==> config.mk <==
export PLATFORM = sky130hd
export DESIGN_NAME = axi_line_master
export DESIGN_NICKNAME = d
export VERILOG_FILES = /design/src/rtl/axi_line_master.sv
export SDC_FILE = /design/constraint.sdc
export NUM_CORES = 1
export LEC_CHECK = 0
export CAP_MARGIN = 25
export CORE_AREA = 2 2 199 201
export CTS_CLUSTER_DIAMETER = 200
export CTS_CLUSTER_SIZE = 8
export DETAILED_ROUTE_END_ITERATION = 8
export DIE_AREA = 0 0 201 203
export PLACE_DENSITY_LB_ADDON = 0.25
export SYNTH_ARGS = -nofsm -noshare
export SYNTH_HDL_FRONTEND = slang
export SYNTH_SLANG_ARGS = --single-unit
export TNS_END_PERCENT = 1
==> constraint.sdc <==
create_clock -name clk -period 4.14 [get_ports clk]
set_clock_uncertainty 0.15 [all_clocks]
set_input_delay 1.242 -clock clk [delete_from_list [all_inputs] [get_ports clk]]
set_output_delay 1.242 -clock clk [all_outputs]
set_load 0.02 [all_outputs]
==> src/rtl/axi_line_master.sv <==
// Cache-line AXI4 master: one line request becomes one INCR burst of LINE_WORDS beats.
// Read beats are gathered into a line register; completion is a one-cycle response pulse.
module axi_line_master #(
  parameter int DATA_WIDTH = 32,
  parameter int ADDR_WIDTH = 32,
  parameter int STRB_WIDTH = DATA_WIDTH / 8,
  parameter int ID_WIDTH   = 8,
  parameter int AXI_ID     = 0,
  parameter int LINE_WORDS = 4
) (
  input  logic                             clk,
  input  logic                             rst_n,
  input  logic                             req_valid,
  output logic                             req_ready,
  input  logic                             req_we,
  input  logic [ADDR_WIDTH-1:0]            req_addr,
  input  logic [LINE_WORDS*DATA_WIDTH-1:0] req_wdata,
  output logic                             resp_valid,
  output logic                             resp_err,
  output logic [LINE_WORDS*DATA_WIDTH-1:0] resp_rdata,
  output logic [ID_WIDTH-1:0]              m_axi_awid,
  output logic [ADDR_WIDTH-1:0]            m_axi_awaddr,
  output logic [7:0]                       m_axi_awlen,
  output logic [2:0]                       m_axi_awsize,
  output logic [1:0]                       m_axi_awburst,
  output logic                             m_axi_awlock,
  output logic [3:0]                       m_axi_awcache,
  output logic [2:0]                       m_axi_awprot,
  output logic                             m_axi_awvalid,
  input  logic                             m_axi_awready,
  output logic [DATA_WIDTH-1:0]            m_axi_wdata,
  output logic [STRB_WIDTH-1:0]            m_axi_wstrb,
  output logic                             m_axi_wlast,
  output logic                             m_axi_wvalid,
  input  logic                             m_axi_wready,
  input  logic [ID_WIDTH-1:0]              m_axi_bid,
  input  logic [1:0]                       m_axi_bresp,
  input  logic                             m_axi_bvalid,
  output logic                             m_axi_bready,
  output logic [ID_WIDTH-1:0]              m_axi_arid,
  output logic [ADDR_WIDTH-1:0]            m_axi_araddr,
  output logic [7:0]                       m_axi_arlen,
  output logic [2:0]                       m_axi_arsize,
  output logic [1:0]                       m_axi_arburst,
  output logic                             m_axi_arlock,
  output logic [3:0]                       m_axi_arcache,
  output logic [2:0]                       m_axi_arprot,
  output logic                             m_axi_arvalid,
  input  logic                             m_axi_arready,
  input  logic [ID_WIDTH-1:0]              m_axi_rid,
  input  logic [DATA_WIDTH-1:0]            m_axi_rdata,
  input  logic [1:0]                       m_axi_rresp,
  input  logic                             m_axi_rlast,
  input  logic                             m_axi_rvalid,
  output logic                             m_axi_rready
);

  localparam int CNT_W = (LINE_WORDS > 1) ? $clog2(LINE_WORDS) : 1;
  localparam logic [CNT_W-1:0]      LAST_BEAT = CNT_W'(LINE_WORDS - 1);
  localparam logic [ADDR_WIDTH-1:0] ADDR_MASK = ~ADDR_WIDTH'(LINE_WORDS * STRB_WIDTH - 1);

  typedef enum logic [2:0] {
    S_IDLE, S_RD_ADDR, S_RD_DATA, S_WR, S_WR_RESP, S_DONE
  } state_t;

  state_t r_state, w_state_nxt;
  logic r_req_ready, w_req_ready_nxt;
  logic r_resp_valid, w_resp_valid_nxt;
  logic r_resp_err, w_resp_err_nxt;
  logic r_err, w_err_nxt;
  logic r_arvalid, w_arvalid_nxt;
  logic r_rready, w_rready_nxt;
  logic r_awvalid, w_awvalid_nxt;
  logic r_wvalid, w_wvalid_nxt;
  logic r_bready, w_bready_nxt;
  logic [CNT_W-1:0] r_cnt, w_cnt_nxt;
  logic [ADDR_WIDTH-1:0] r_addr, w_addr_nxt;
  logic [LINE_WORDS-1:0][DATA_WIDTH-1:0] r_wline, w_wline_nxt;
  logic [LINE_WORDS-1:0][DATA_WIDTH-1:0] r_rline, w_rline_nxt;

  logic w_aw_hs, w_w_hs, w_last, w_unused;

  assign w_aw_hs  = r_awvalid & m_axi_awready;
  assign w_w_hs   = r_wvalid & m_axi_wready;
  assign w_last   = (r_cnt == LAST_BEAT);
  assign w_unused = ^{m_axi_rid, m_axi_bid};

  always_ff @(posedge clk or negedge rst_n) begin
    if (!rst_n) begin
      r_state      <= S_IDLE;
      r_req_ready  <= 1'b0;
      r_resp_valid <= 1'b0;
      r_resp_err   <= 1'b0;
      r_err        <= 1'b0;
      r_arvalid    <= 1'b0;
      r_rready     <= 1'b0;
      r_awvalid    <= 1'b0;
      r_wvalid     <= 1'b0;
      r_bready     <= 1'b0;
      r_cnt        <= '0;
      r_addr       <= '0;
      r_wline      <= '0;
      r_rline      <= '0;
    end else begin
      r_state      <= w_state_nxt;
      r_req_ready  <= w_req_ready_nxt;
      r_resp_valid <= w_resp_valid_nxt;
      r_resp_err   <= w_resp_err_nxt;
      r_err        <= w_err_nxt;
      r_arvalid    <= w_arvalid_nxt;
      r_rready     <= w_rready_nxt;
      r_awvalid    <= w_awvalid_nxt;
      r_wvalid     <= w_wvalid_nxt;
      r_bready     <= w_bready_nxt;
      r_cnt        <= w_cnt_nxt;
      r_addr       <= w_addr_nxt;
      r_wline      <= w_wline_nxt;
      r_rline      <= w_rline_nxt;
    end
  end

  // Every output is the registered image of a next-state value, so inputs never reach outputs combinationally.
  always_comb begin
    w_state_nxt      = r_state;
    w_req_ready_nxt  = r_req_ready;
    w_resp_valid_nxt = 1'b0;
    w_resp_err_nxt   = 1'b0;
    w_err_nxt        = r_err;
    w_arvalid_nxt    = r_arvalid;
    w_rready_nxt     = r_rready;
    w_awvalid_nxt    = r_awvalid;
    w_wvalid_nxt     = r_wvalid;
    w_bready_nxt     = r_bready;
    w_cnt_nxt        = r_cnt;
    w_addr_nxt       = r_addr;
    w_wline_nxt      = r_wline;
    w_rline_nxt      = r_rline;
    case (r_state)
      S_IDLE: begin
        w_req_ready_nxt = 1'b1;
        if (req_valid && r_req_ready) begin
          w_req_ready_nxt = 1'b0;
          w_addr_nxt      = req_addr & ADDR_MASK;
          w_wline_nxt     = req_wdata;
          w_err_nxt       = 1'b0;
          w_cnt_nxt       = '0;
          if (req_we) begin
            w_state_nxt   = S_WR;
            w_awvalid_nxt = 1'b1;
            w_wvalid_nxt  = 1'b1;
          end else begin
            w_state_nxt   = S_RD_ADDR;
            w_arvalid_nxt = 1'b1;
          end
        end
      end
      S_RD_ADDR: begin
        if (m_axi_arready) begin
          w_arvalid_nxt = 1'b0;
          w_rready_nxt  = 1'b1;
          w_state_nxt   = S_RD_DATA;
        end
      end
      S_RD_DATA: begin
        // The beat count ends the burst; rlast is only cross-checked against it.
        if (m_axi_rvalid) begin
          w_rline_nxt[r_cnt] = m_axi_rdata;
          if ((m_axi_rresp != 2'b00) || (m_axi_rlast != w_last)) w_err_nxt = 1'b1;
          if (w_last) begin
            w_rready_nxt     = 1'b0;
            w_state_nxt      = S_DONE;
            w_resp_valid_nxt = 1'b1;
            w_resp_err_nxt   = w_err_nxt;
          end else begin
            w_cnt_nxt = r_cnt + 1'b1;
          end
        end
      end
      S_WR: begin
        if (w_aw_hs) w_awvalid_nxt = 1'b0;
        if (w_w_hs) begin
          if (w_last) w_wvalid_nxt = 1'b0;
          else        w_cnt_nxt    = r_cnt + 1'b1;
        end
        // A dropped valid means that channel already finished.
        if ((!r_awvalid || w_aw_hs) && (!r_wvalid || (w_w_hs && w_last))) begin
          w_state_nxt  = S_WR_RESP;
          w_bready_nxt = 1'b1;
        end
      end
      S_WR_RESP: begin
        if (m_axi_bvalid) begin
          w_bready_nxt     = 1'b0;
          w_err_nxt        = r_err | (m_axi_bresp != 2'b00);
          w_resp_valid_nxt = 1'b1;
          w_resp_err_nxt   = w_err_nxt;
          w_state_nxt      = S_DONE;
        end
      end
      S_DONE: begin
        w_req_ready_nxt = 1'b1;
        w_state_nxt     = S_IDLE;
      end
      default: w_state_nxt = S_IDLE;
    endcase
  end

  assign req_ready     = r_req_ready;
  assign resp_valid    = r_resp_valid;
  assign resp_err      = r_resp_err;
  assign resp_rdata    = r_rline;

  assign m_axi_awid    = ID_WIDTH'(AXI_ID);
  assign m_axi_awaddr  = r_addr;
  assign m_axi_awlen   = 8'(LINE_WORDS - 1);
  assign m_axi_awsize  = 3'($clog2(STRB_WIDTH));
  assign m_axi_awburst = 2'b01;
  assign m_axi_awlock  = 1'b0;
  assign m_axi_awcache = 4'b0011;
  assign m_axi_awprot  = 3'b000;
  assign m_axi_awvalid = r_awvalid;
  assign m_axi_wdata   = r_wline[r_cnt];
  assign m_axi_wstrb   = '1;
  assign m_axi_wlast   = w_last;
  assign m_axi_wvalid  = r_wvalid;
  assign m_axi_bready  = r_bready;

  assign m_axi_arid    = ID_WIDTH'(AXI_ID);
  assign m_axi_araddr  = r_addr;
  assign m_axi_arlen   = 8'(LINE_WORDS - 1);
  assign m_axi_arsize  = 3'($clog2(STRB_WIDTH));
  assign m_axi_arburst = 2'b01;
  assign m_axi_arlock  = 1'b0;
  assign m_axi_arcache = 4'b0011;
  assign m_axi_arprot  = 3'b000;
  assign m_axi_arvalid = r_arvalid;
  assign m_axi_rready  = r_rready;

endmodule

==> impl_metrics.tcl <==
set metrics [dict create \
    synth_top_family_by_area "multiplexers" \
    ant_nets 0 \
    place_inst 1731 \
    root_buffer "clkbuf_16" \
    synth.area.top_cells "dfrtp_1, mux2_4, mux2_1" \
    finalNonFillerCells 1781 \
    crit_required_ns 2.75 \
    cts_setup_buffers 0 \
    cts_tree "built" \
    synth_common_cells "dfrtp_1, mux2_4, buf_4, mux2_1, mux2_2" \
    clk_pin_slew_ns 0.05 \
    cp-end-kind "output port" \
    grt_pass1_wl_mm 54.0 \
    cts_buffer_depth 3 \
    ys_ff_latch 298 \
    htreeDepth 2 \
    gp_congestion 0.748 \
    setup_tns_ns 0 \
    antenna_found_initial 4 \
    synth_fa_ha_area_frac 0.00466 \
    numPortBuffers 426 \
    synth-edff-count 0 \
    crit_type "reg -> out" \
    route.detailed.drc 0 \
    rows 72 \
    syn_inst 835 \
    outcome "complete, no violations" \
    vias 8156 \
    fmax_mhz 253 \
    yosysTopAreaCell "dfrtp_1" \
    final_nets 1485 \
    io_pins 517 \
    grt_max_degree 85 \
    whs_ns 0.329 \
    drtIter0Drc 291 \
    synth_flop_cell "dfrtp_1" \
    async_flop_share 1.00 \
    cts_hold_buf 0 \
    worst_pin_slew_ns 0.755 \
    worstPathArrival_ns 2.56 \
    clkSinkCount 298 \
    synthMuxAreaShare 0.327 \
    rsz0062_at_grt "false" \
    yosysSeqAreaShare 0.556 \
    insertion_delay_ns 0.54 \
    synth_top_area_frac 0.556 \
    post-route-util 0.492 \
    relSlewSlack 0.492 \
    irDropWorstVdd_uv 460 \
    die_y_um 203 \
    p_leak_uw 0.00846 \
    startpoint_type "flop" \
    die_x_um 201 \
    timing.final.crit_share 0.956 \
    die_area_um2 40800 \
    hold_viol 0 \
    layout-area-overhead-vs-synth_pct 41.2 \
    reg2reg_depth 5 \
    wirelength_mm 35.0 \
    viasPerCell 4.58 \
    wire_per_inst_um 19.6 \
    drv_cap 0 \
    p_per_area_nw_per_um2 771 \
    setup_viol 0 \
    yosys.area_share.simple 0.0166 \
    initial_utilization 0.349 \
    period_needed_ns 3.96 \
    core_um2 38500 \
    synth_xor_area_frac 0.000653 \
    min_path_cells 1 \
    synth_compound_area_frac 0.0151 \
    ys_warn_count 0 \
    cp_max_fo 13 \
    hold_path.class "reg -> reg" \
    cts_buffers 43 \
    reg2reg_from "r_state[2]" \
    cts_resized 0 \
    rrSetupSlack_ns 1.34 \
    r2r_end "resp_rdata[64]" \
    drv_slew 0 \
    drive_gt1_frac 0.232 \
    hold_end "r_wline[124]" \
    syn_area_um2 13400 \
    synth.most_common_cell "dfrtp_1" \
    hpwl_mm 24.8 \
    syn_area_per_cell_um2 16.1 \
    firstDrtPassIters 4 \
    track_usage 0.172 \
    ys_types 43 \
    grt_overflow 0 \
    fillers 3347 \
    grt_pass1_vias 8818 \
    hold_start "r_wline[124]" \
]
## metrics by stage
| step | instance area, um^2 | total power (uW) | worst slack [ns] |
|---|---|---|---|
| after floorplan | 13700 | 8850 | 1.17 |
| after global placement | 17800 | 11500 | 0.633 |
| after CTS | 18900 | 14800 | 0.0892 |
| after global routing | 18900 | 15400 | 0.0392 |
| after detailed placement | 17800 | 11600 | 0.646 |
| final | 18900 | 14600 | 0.184 |
## sequential cells by signal, indices dropped and copies added, names as in the netlist
register       count
resp_valid         1
req_ready          1
m_axi_arvalid      1
r_state            3
m_axi_awvalid      1
r_cnt              2
m_axi_araddr      28
resp_rdata       128
m_axi_wvalid       1
r_wline          128
resp_err           1
m_axi_bready       1
m_axi_rready       1
r_err              1
## how the worst max path moves through the flow
| stage | cells past startpoint | end | from | slack (ns) |
|---|---|---|---|---|
| after CTS | 3 | m_axi_wdata[18] | r_cnt[0] | 0.09 |
| after global routing | 3 | m_axi_wdata[9] | r_cnt[0] | 0.04 |
| after floorplan | 3 | m_axi_wdata[0] | r_cnt[0] | 1.17 |
| after detailed placement | 5 | resp_rdata[127] | m_axi_rvalid | 0.65 |
| after global placement | 5 | resp_rdata[96] | m_axi_rvalid | 0.63 |
| final | 3 | m_axi_wdata[18] | r_cnt[0] | 0.18 |
## layer usage
metal | GRT usage | up-vias | wire, um
li1 | - | 3639 | -
met1 | 0.206 | 4156 | 14100
met2 | 0.288 | 292 | 17400
met3 | 0.0472 | 69 | 2320
met4 | 0.0780 | 0 | 1240
met5 | 0 | - | 0
## critical path, stage by stage, from the launching register on
cell	delay (ns)
dfrtp_2	0.65
buf_4	0.27
mux4_2	0.51
clkdlybuf4s50_1	0.58
## cell usage in the layout (no fill, tap or decap), drive strengths merged, types with 5 or more instances in the layout
| cell type | instances |
|---|---|
| clkdlybuf4s50 | 425 |
| dfrtp | 298 |
| mux2 | 284 |
| conb | 70 |
| clkbuf | 45 |
| mux4 | 32 |
| buf | 26 |
| nand2 | 14 |
| a21oi | 9 |
| nor2 | 6 |
| a31oi | 5 |
| o21ai | 5 |
| ha | 5 |
| inv | 5 |
## power by group
group          internal [uW]  switching [uW]
sequential              4240             790
combinational           3610            2840
clock                   1870            1250
## kinds of logic (layout without fill, tap and decap cells)
| group | after synthesis | count (layout) |
|---|---|---|
| multiplexers | 318 | 318 |
| adder cells (fa/ha/maj) | 5 | 5 |
| flip-flops | 298 | 298 |
| AND/OR/NAND/NOR | 36 | 36 |
| AO/OA/AOI/OAI | 30 | 30 |
| other | 2 | 72 |
| buffers and inverters | 145 | 503 |
| XOR/XNOR | 1 | 1 |
## area by class of cell
cell class	instances	area (um^2)	area share
Multi-Input combinational cell	460	5140	0.271
Antenna cell	2	5.00	0.000264
Clock buffer	45	1100	0.0583
Inverter	4	15.0	0.000793
Sequential cell	298	7460	0.394
Clock inverter	3	33.8	0.00178
Tap cell	518	648	0.0342
Timing Repair Buffer	451	4530	0.239
No activity file was read; power rests on OpenSTA's default activity.
